**src/rtl/pc_fetch.sv**
```systemverilog
// pc_fetch: fetch-side program counter unit for the waverv core.
// Owns the PC, issues one instruction-memory request at a time over a
// valid/ready handshake, presents the returned instruction with its PC to
// decode, handles redirects (discarding stale responses) and diverts
// misaligned redirect targets to TRAP_VECTOR.
//
// Parameters: XLEN (PC/address width), RESET_VECTOR, TRAP_VECTOR.
// Ports:
//   clk, rst_n           clock, async active-low reset
//   stall                blocks issue of a new request
//   redirect_valid/_target  branch/jump taken, new PC
//   imem_req_valid/_ready/_addr  instruction fetch request channel
//   imem_rsp_valid/_data         fetch response (always accepted)
//   inst_valid/_ready/_data/_pc  instruction handed to decode
//   misalign_trap, trap_pc       one-cycle trap pulse, offending target
// Build option: define WAVERV_RVC_EN to allow halfword-aligned PCs and
// compressed (+2) PC advance.
module pc_fetch #(
  parameter int unsigned       XLEN         = 32,
  parameter logic [XLEN-1:0]   RESET_VECTOR = 'h0,
  parameter logic [XLEN-1:0]   TRAP_VECTOR  = 'h100
) (
  input  logic            clk,
  input  logic            rst_n,
  input  logic            stall,
  input  logic            redirect_valid,
  input  logic [XLEN-1:0] redirect_target,
  output logic            imem_req_valid,
  input  logic            imem_req_ready,
  output logic [XLEN-1:0] imem_req_addr,
  input  logic            imem_rsp_valid,
  input  logic [31:0]     imem_rsp_data,
  output logic            inst_valid,
  input  logic            inst_ready,
  output logic [31:0]     inst_data,
  output logic [XLEN-1:0] inst_pc,
  output logic            misalign_trap,
  output logic [XLEN-1:0] trap_pc
);

  typedef enum logic [1:0] {FETCH, WAIT, DRAIN, DELIVER} state_e;

  state_e          state_q, state_d;
  logic [XLEN-1:0] pc_q, pc_d;
  logic [XLEN-1:0] inst_pc_q, inst_pc_d;
  logic [XLEN-1:0] trap_pc_q, trap_pc_d;
  logic [31:0]     inst_data_q, inst_data_d;
  logic            req_valid_q, req_valid_d;
  logic            trap_q, trap_d;
  logic            misaligned;
  logic [XLEN-1:0] pc_step;

`ifdef WAVERV_RVC_EN
  assign misaligned    = redirect_target[0];
  assign pc_step       = (imem_rsp_data[1:0] != 2'b11) ? XLEN'(2) : XLEN'(4);
  assign imem_req_addr = pc_q;
`else
  assign misaligned    = |redirect_target[1:0];
  assign pc_step       = XLEN'(4);
  assign imem_req_addr = {pc_q[XLEN-1:2], 2'b00};
`endif

  always_ff @(posedge clk or negedge rst_n) begin
    if (!rst_n) begin
      state_q     <= FETCH;
      pc_q        <= RESET_VECTOR;
      inst_pc_q   <= '0;
      trap_pc_q   <= '0;
      inst_data_q <= 32'h0000_0013;
      req_valid_q <= 1'b0;
      trap_q      <= 1'b0;
    end else begin
      state_q     <= state_d;
      pc_q        <= pc_d;
      inst_pc_q   <= inst_pc_d;
      trap_pc_q   <= trap_pc_d;
      inst_data_q <= inst_data_d;
      req_valid_q <= req_valid_d;
      trap_q      <= trap_d;
    end
  end

  always_comb begin
    state_d     = state_q;
    pc_d        = pc_q;
    inst_pc_d   = inst_pc_q;
    trap_pc_d   = trap_pc_q;
    inst_data_d = inst_data_q;
    req_valid_d = req_valid_q;
    trap_d      = 1'b0;

    if (redirect_valid) begin
      // Redirect overrides everything; a request already accepted in WAIT
      // still owes us a response, which DRAIN swallows.
      req_valid_d = 1'b0;
      if (misaligned) begin
        pc_d      = TRAP_VECTOR;
        trap_d    = 1'b1;
        trap_pc_d = redirect_target;
      end else begin
        pc_d = redirect_target;
      end
      state_d = (state_q == WAIT && !imem_rsp_valid) ? DRAIN : FETCH;
    end else begin
      unique case (state_q)
        FETCH: begin
          if (req_valid_q && imem_req_ready) begin
            req_valid_d = 1'b0;
            state_d     = WAIT;
          end else begin
            req_valid_d = req_valid_q | ~stall;
          end
        end
        WAIT: begin
          if (imem_rsp_valid) begin
            inst_data_d = imem_rsp_data;
            inst_pc_d   = pc_q;
            pc_d        = pc_q + pc_step;
            state_d     = DELIVER;
          end
        end
        DELIVER: begin
          // Raise the next request on the way back to FETCH so it can be
          // accepted in the first FETCH cycle (3-cycle loop).
          if (inst_ready) begin
            state_d     = FETCH;
            req_valid_d = ~stall;
          end
        end
        DRAIN: begin
          if (imem_rsp_valid) begin
            state_d     = FETCH;
            req_valid_d = ~stall;
          end
        end
        default: state_d = FETCH;
      endcase
    end
  end

  assign imem_req_valid = req_valid_q;
  assign inst_valid     = (state_q == DELIVER);
  assign inst_data      = inst_data_q;
  assign inst_pc        = inst_pc_q;
  assign misalign_trap  = trap_q;
  assign trap_pc        = trap_pc_q;

endmodule

```
**config.mk**
```make
export PLATFORM = sky130hd
export DESIGN_NAME = pc_fetch
export DESIGN_NICKNAME = d
export VERILOG_FILES = /design/src/rtl/pc_fetch.sv
export SDC_FILE = /design/constraint.sdc
export NUM_CORES = 1
export LEC_CHECK = 0
export CORE_MARGIN = 2
export CORE_UTILIZATION = 40
export DETAILED_ROUTE_END_ITERATION = 10
export PLACE_DENSITY = 0.71
export SKIP_LAST_GASP = 1
export SYNTH_ARGS = -nofsm -noshare
export SYNTH_HDL_FRONTEND = slang
export SYNTH_SLANG_ARGS = --single-unit
```
**constraint.sdc**
```tcl
create_clock -name clk -period 2.1 [get_ports clk]
set_input_delay 0.63 -clock clk [delete_from_list [all_inputs] [get_ports clk]]
set_output_delay 0.63 -clock clk [all_outputs]
set_load 0.02 [all_outputs]
```
==> results of run 1 <==
## cell usage after synthesis (all sizes together), types with 2 or more instances
cell,number
dfstp,3
mux2,93
o2bb2a,2
nand2b,2
dfrtp,129
nor4,3
xor2,4
buf,43
o21a,2
nand2,47
o31ai,3
nor3b,3
a2bb2oi,3
o21ai,20
a31oi,5
clkbuf,13
nand3,10
nor3,5
nor2,30
xnor2,2
a211oi,3
and2,4
o211ai,2
a21oi,40
a21o,2
inv,5
nand4,11
and3,7
and4,2
nor2b,3
a32o,4
## layout by cell type (no fill, tap or decap), drive strengths merged, types with 4 or more instances in the layout
cell | netlist | final
clkbuf | 13 | 18
inv | 5 | 8
and3 | 7 | 7
nand2 | 47 | 47
nor2 | 30 | 30
mux2 | 93 | 93
nand3 | 10 | 10
clkinvlp | 0 | 6
o21ai | 20 | 20
a32o | 4 | 4
nand4 | 11 | 11
clkinv | 0 | 4
xor2 | 4 | 4
nor3 | 5 | 5
clkdlybuf4s50 | 0 | 166
a31oi | 5 | 5
a21oi | 40 | 40
dlygate4sd2 | 0 | 30
and2 | 4 | 4
buf | 43 | 43
dfrtp | 129 | 129
## state kept, by name (all words and copies together), names as in the netlist
signal / cells
inst_data: 32
inst_pc: 32
pc_q: 32
trap_pc: 32
state_q: 2
imem_req_valid: 1
misalign_trap: 1
## path summary, 6_finish.rpt
kind	slack, ns	end	from
worst max-delay path	0.06	imem_req_addr[7]	pc_q[7]$_DFFE_PN0P_
worst min-delay path	0.09	inst_data[11]$_DFFE_PN0P_	rst_n
worst max register to register	0.24	pc_q[30]$_DFFE_PN0P_	pc_q[3]$_DFFE_PN0P_
worst min register to register	0.48	trap_pc[0]$_DFFE_PN0P_	trap_pc[0]$_DFFE_PN0P_
max in group asynchronous	1.36	inst_data[19]$_DFFE_PN0P_	rst_n
min in group clk	0.48	trap_pc[0]$_DFFE_PN0P_	trap_pc[0]$_DFFE_PN0P_
## routing by layer
metal	vias up	routed length [µm]	track usage [%]
met1	2402	6740	25.3
met3	21	981	6.57
met2	188	8050	34.3
li1	2228	-	-
met4	0	301	7.89
met5	-	0	0
## metrics by stage
stage          cells  hold WS, ns  util [%]
2_1_floorplan    520        0.334         -
3_3_place_gp     887        0.462      56.8
3_5_place_dp     887        0.468      56.8
4_1_cts          919       0.0904      60.4
5_1_grt          920       0.0916      60.5
6_report         920       0.0942      60.5
## report_power, final
group,leakage (µW),switching (µW),internal (µW)
Combinational,0.00202,770,858
Clock,0.000261,1150,1670
Sequential,0.00172,173,2840
## cell families after synthesis
kind of cell    synth area share [%]
flops                           54.6
simple gates                    11.1
mux                             17.5
compound gates                  9.46
buf+inv                         6.26
xor+xnor                       0.868
fa+ha+maj                      0.207
other cells                   0.0619
## repair_timing
| item | CTS | global route |
|---|---|---|
| cloned | 0 | 0 |
| hold buffers | 0 | 0 |
| pin swaps | 0 | 1 |
| setup endpoints to repair | 30 | 2 |
| resized for setup | 30 | 1 |
| setup buffers | 0 | 1 |
## layout make-up
class | instances | share of cell area [%]
Inverter | 5 | 0.212
Multi-Input combinational cell | 327 | 27.1
Clock inverter | 14 | 1.45
Clock buffer | 18 | 4.96
Timing Repair Buffer | 240 | 26.4
Sequential cell | 132 | 37.3
Tap cell | 184 | 2.60
==> metrics.txt, run 1 <==
layout cells sized above 1 24.6%; Max FO, Critical Path 2; CTS Buffer Depth 2; Startpoint Class flip-flop; endpoints failing hold 0; CP max-delay cell clkdlybuf4s50_1; proportion of netlist area held by the largest area contributor 53.3%; pre-CTS setup slack -0.364 ns; largest net degree at the start of global routing 52; Hold WC Path Type in2async; FP Rows 44; WL per Instance 17.5 µm; Final Cell Area 8860 µm²; Top FF cell, synth dfrtp_1; yosys warns 0; antenna cells 0; Ports 202; die width 127 µm; grt ovf 0; dominant cell type by area after synthesis dfrtp_1; DR vias/cell 5.26; Peak Freq 490 MHz; flip-flop and latch count after synthesis 132; antenna viol nets, final 0; vias in the first global route 5147; Syn-to-layout area delta 46.3%; Root Buffer clkbuf_16; htree depth 4; GR Util All Layers 20.6%; Total Wirelength 16100 µm; CP endpoint kind output pin; DR iter-0 viols 297; maximum vdd drop 0.000540 V; final-layout fill cell count 1169; ranking of synthesized cells by area dfrtp_1, mux2_2, buf_4, a21oi_1, nand2_1; Required @ worst endpoint 1.47 ns; DP Wirelength 12000 µm; Total Nets Final 795; arrival time worst endpoint 1.41 ns; area of the multi-input gates 2400 µm²; sequential area share after synthesis 54.6%; static leakage 0.00399 µW; Die Ht 127 µm; final setup vio count 0; number of port buffers 199; Clock Pin Slew Worst Setup and Hold Paths 0.06 ns; Crit Path Category reg2out; Crit path buffers/inverters 1; Initial Utilization 41.4%; Setup Skew 0.0113 ns; first-pass GRT wire length 26100 µm; CP top delay family buffers and inverters; Placed Instance Area 8320 µm²; max cap viols 0; Final Cycle Share 97.2%; worst path cell trace clkdlybuf4s50_1; Design Power 7460 µW; worst setup margin 0.0595 ns; unrepaired setup endpoints after global routing false; CTS buffer count 17; Reg area 3310 µm²; CTS tree built; setup TNS 0 ns; critical path's largest stage delay 0.66 ns; Worst-Skew Late Latency 0.42 ns; Distinct cells, synth 54; Post-synth EDFFs 0; status finished clean; Async S/R FF share, synth 100%; core area 14600 µm²; RePlAce Congestion 0.779; DRC Markers 0; pwr/cell area 842 nW/µm²; Cell Area, Synth 6060 µm²; Reg2Reg Depth 6; Slew Limit Fails 0; initial antenna violation count 0; full die area 16100 µm²; average footprint of a synthesized cell 11.7 µm²; Period minus WS final 2.04 ns; vias post-DR 4839; Critical Path Stages 1; # clock sinks 132; Syn Inst Count 519; Pre-antenna DRT Iters 5
No activity file was read; power rests on OpenSTA's default activity.
==> run 2, diff against run 1 <==
--- a/config.mk
+++ b/config.mk
@@ -5,10 +5,12 @@
 export SDC_FILE = /design/constraint.sdc
 export NUM_CORES = 1
 export LEC_CHECK = 0
+export CELL_PAD_IN_SITES_DETAIL_PLACEMENT = 0
+export CELL_PAD_IN_SITES_GLOBAL_PLACEMENT = 1
 export CORE_MARGIN = 2
-export CORE_UTILIZATION = 40
+export CORE_UTILIZATION = 35
 export DETAILED_ROUTE_END_ITERATION = 10
-export PLACE_DENSITY = 0.71
+export PLACE_DENSITY_LB_ADDON = 0.1
 export SKIP_LAST_GASP = 1
 export SYNTH_ARGS = -nofsm -noshare
 export SYNTH_HDL_FRONTEND = slang
==> run 2 against run 1 <==
  * Global-route usage down 1.8 points
  * Worst hold slack gained 0.0086 ns
  * Clock-buffer cell count increased by 1
  * Power rose by 3.8%
  * Non-clock buffer count fell by 1
  * Design area rose by 1.4%
  * First-iteration DRC count is 9.8% lower
  * Sequential power is essentially flat
  * Sequential share of layout area decreased by 0.50 points
  * Critical path depth is the same
  * Clock skew grew 0.00078 ns
  * Routed wire length grew 3.8%
==> metrics.txt, run 2 (synthesis results as in run 1) <==
CTS Buffer Depth 2 (unchanged); GR Util All Layers 18.8% (was 20.6%); Reg2Reg Depth 6 (unchanged); Die Ht 136 µm (was 127 µm); Max FO, Critical Path 2 (unchanged); Required @ worst endpoint 1.47 ns (about the same); first-pass GRT wire length 26600 µm (was 26100 µm); die width 136 µm (was 127 µm); endpoints failing hold 0 (unchanged); Total Nets Final 794 (was 795); Critical Path Stages 1 (unchanged); Root Buffer clkbuf_16 (unchanged); layout cells sized above 1 24.4% (was 24.6%); Setup Skew 0.0120 ns (was 0.0113 ns); maximum vdd drop 0.000552 V (was 0.000540 V); Initial Utilization 35.4% (was 41.4%); WL per Instance 17.4 µm (was 17.5 µm); Final Cycle Share 97.1% (was 97.2%); sequential share of power 38.9% (was 40.4%); worst path cell trace clkdlybuf4s50_1 (unchanged); CP max-delay cell clkdlybuf4s50_1 (unchanged); critical path capture point trap_pc[30] (was imem_req_addr[7]); htree depth 4 (unchanged); number of port buffers 199 (unchanged); cts hold-fix bufs 0 (unchanged); Combinational Power Share 21.0% (was 21.8%); Post-CTS Setup Inserts 0 (unchanged); status finished clean (unchanged); grt ovf 0 (unchanged); CTS tree built (unchanged); Pre-antenna DRT Iters 4 (was 5); initial antenna violation count 0 (unchanged); FP Rows 48 (was 44); # clock sinks 132 (unchanged); static leakage 0.00407 µW (was 0.00399 µW); vias post-DR 4822 (was 4839); DRC Markers 0 (unchanged); vias in the first global route 4908 (was 5147); RePlAce Congestion 0.758 (was 0.779); worst setup margin 0.0607 ns (was 0.0595 ns); DR iter-0 viols 268 (was 297); Peak Freq 490 MHz (about the same); CP top delay family buffers and inverters (unchanged); pre-CTS setup slack -0.218 ns (was -0.364 ns); r2r startpoint pc_q[2]$_DFFE_PN0P_ (was pc_q[3]$_DFFE_PN0P_); CP endpoint kind output pin (unchanged); critical path's largest stage delay 0.63 ns (was 0.66 ns); pwr/cell area 862 nW/µm² (was 842 nW/µm²); Total Wirelength 16700 µm (was 16100 µm); final setup vio count 0 (unchanged); antenna cells 0 (unchanged); final hold slack 0.103 ns (was 0.0942 ns); Crit path buffers/inverters 1 (unchanged); Setup crit start trap_pc[30]$_DFFE_PN0P_ (was pc_q[7]$_DFFE_PN0P_); Startpoint Class flip-flop (unchanged); max cap viols 0 (unchanged); NetSw 2060 µW (was 2100 µW); Crit Path Category reg2out (unchanged); Period minus WS final 2.04 ns (about the same); most common cell after layout, fill and taps aside clkdlybuf4s50_1 (unchanged); Net Sw Frac 26.5% (was 28.1%); unrepaired setup endpoints after global routing false (unchanged); DR vias/cell 5.02 (was 5.26); Clock Pin Slew Worst Setup and Hold Paths 0.07 ns (was 0.06 ns); core area 17100 µm² (was 14600 µm²); most frequent cells in the layout clkdlybuf4s50_1, dfrtp_1, mux2_2 (unchanged); final-layout fill cell count 1560 (was 1169); Syn-to-layout area delta 48.3% (was 46.3%); CTS buffer count 17 (unchanged); largest net degree at the start of global routing 42 (was 52); arrival time worst endpoint 1.41 ns (about the same); Slew Limit Fails 0 (unchanged); FF-to-FF End pc_q[30]$_DFFE_PN0P_ (unchanged); r2r setup slk 0.24 ns (about the same); Clock Power Share 40.1% (was 37.8%); Ports 202 (unchanged); antenna viol nets, final 0 (unchanged); Hold WC Path Type in2async (unchanged); DP Wirelength 12300 µm (was 12000 µm); Worst-Skew Late Latency 0.42 ns (about the same); Pint 5690 µW (was 5370 µW); full die area 18400 µm² (was 16100 µm²)
==> run 2: cell types whose count changed in the layout (fill, tap and decap cells not counted), moves of 2 or more <==
cell / before / now
bufinv_16: 1 / 4
clkinvlp_4: 6 / 2
inv_6: 3 / 0
clkinv_4: 2 / 4
clkbuf_1: 0 / 2
buf_4: 35 / 32
buf_12: 6 / 8
dlymetal6s2s_1: 1 / 3
clkdlybuf4s50_1: 166 / 163
==> run 2: worst min-delay path by stage <==
stage                            from                         end  slack (ns)  cells after the start
2_1_floorplan                   rst_n  imem_req_valid$_DFFE_PN0P_        0.33                      0
3_3_place_gp   trap_pc[1]$_DFFE_PN0P_      trap_pc[1]$_DFFE_PN0P_        0.47                      2
3_5_place_dp   trap_pc[0]$_DFFE_PN0P_      trap_pc[0]$_DFFE_PN0P_        0.47                      2
4_1_cts                         rst_n     inst_pc[14]$_DFFE_PN0P_         0.1                      1
5_1_grt                         rst_n     inst_pc[14]$_DFFE_PN0P_        0.11                      1
6_report                        rst_n     inst_pc[14]$_DFFE_PN0P_        0.10                      1
==> run 2: through the flow <==
step                area [µm²]  std cells  total power (µW)  util [%]  TNS (ns)
CTS                       8970        960              7850      52.4   -0.0941
finish                    8980        960              7750      52.5         0
global placement          8390        928              4690      49.0    -11.99
detailed placement        8390        928              4730      49.0    -15.75
floorplan                 6060        520              3800         -         0
global route              8980        960              8080      52.5         0
==> run 2: layer usage <==
metal	part of all wire (%)	wire (µm)	track usage, %
met5	0	0	0
met4	1.2	201	5.09
met3	6.5	1080	5.65
met2	48	8080	29.9
met1	44	7320	25.1
==> run 2: final cells by class <==
cell class,instances,area [µm²],area share [%]
tap,225,282,3.13
clock inverter,13,185,2.06
clock buffer,19,433,4.82
multi-input combinational,327,2400,26.7
inverter,5,18.8,0.209
sequential,132,3310,36.8
timing repair buffer,239,2360,26.2
==> run 2: power groups by stage <==
stage / sequential [µW] / combinational [µW] / clock, µW
4_1_cts: 3020 / 1650 / 3180
3_3_place_gp: 3050 / 1650 / 0
3_5_place_dp: 3060 / 1670 / 0
6_report: 3010 / 1630 / 3110
5_1_grt: 3050 / 1730 / 3300
2_1_floorplan: 3370 / 426 / 0
==> run 2: timing repair <==
item | CTS | global route
gates resized for setup | 32 | 3
endpoints found under the setup margin | 32 | 3
gates cloned | 0 | 0
==> run 3, diff against run 2 <==
--- a/config.mk
+++ b/config.mk
@@ -12,6 +12,7 @@
 export DETAILED_ROUTE_END_ITERATION = 10
 export PLACE_DENSITY_LB_ADDON = 0.1
 export SKIP_LAST_GASP = 1
+export SLEW_MARGIN = 20
 export SYNTH_ARGS = -nofsm -noshare
 export SYNTH_HDL_FRONTEND = slang
 export SYNTH_SLANG_ARGS = --single-unit
==> results of run 3 <==
Same layout as run 2: the final DEF is identical, and so are final timing and power.
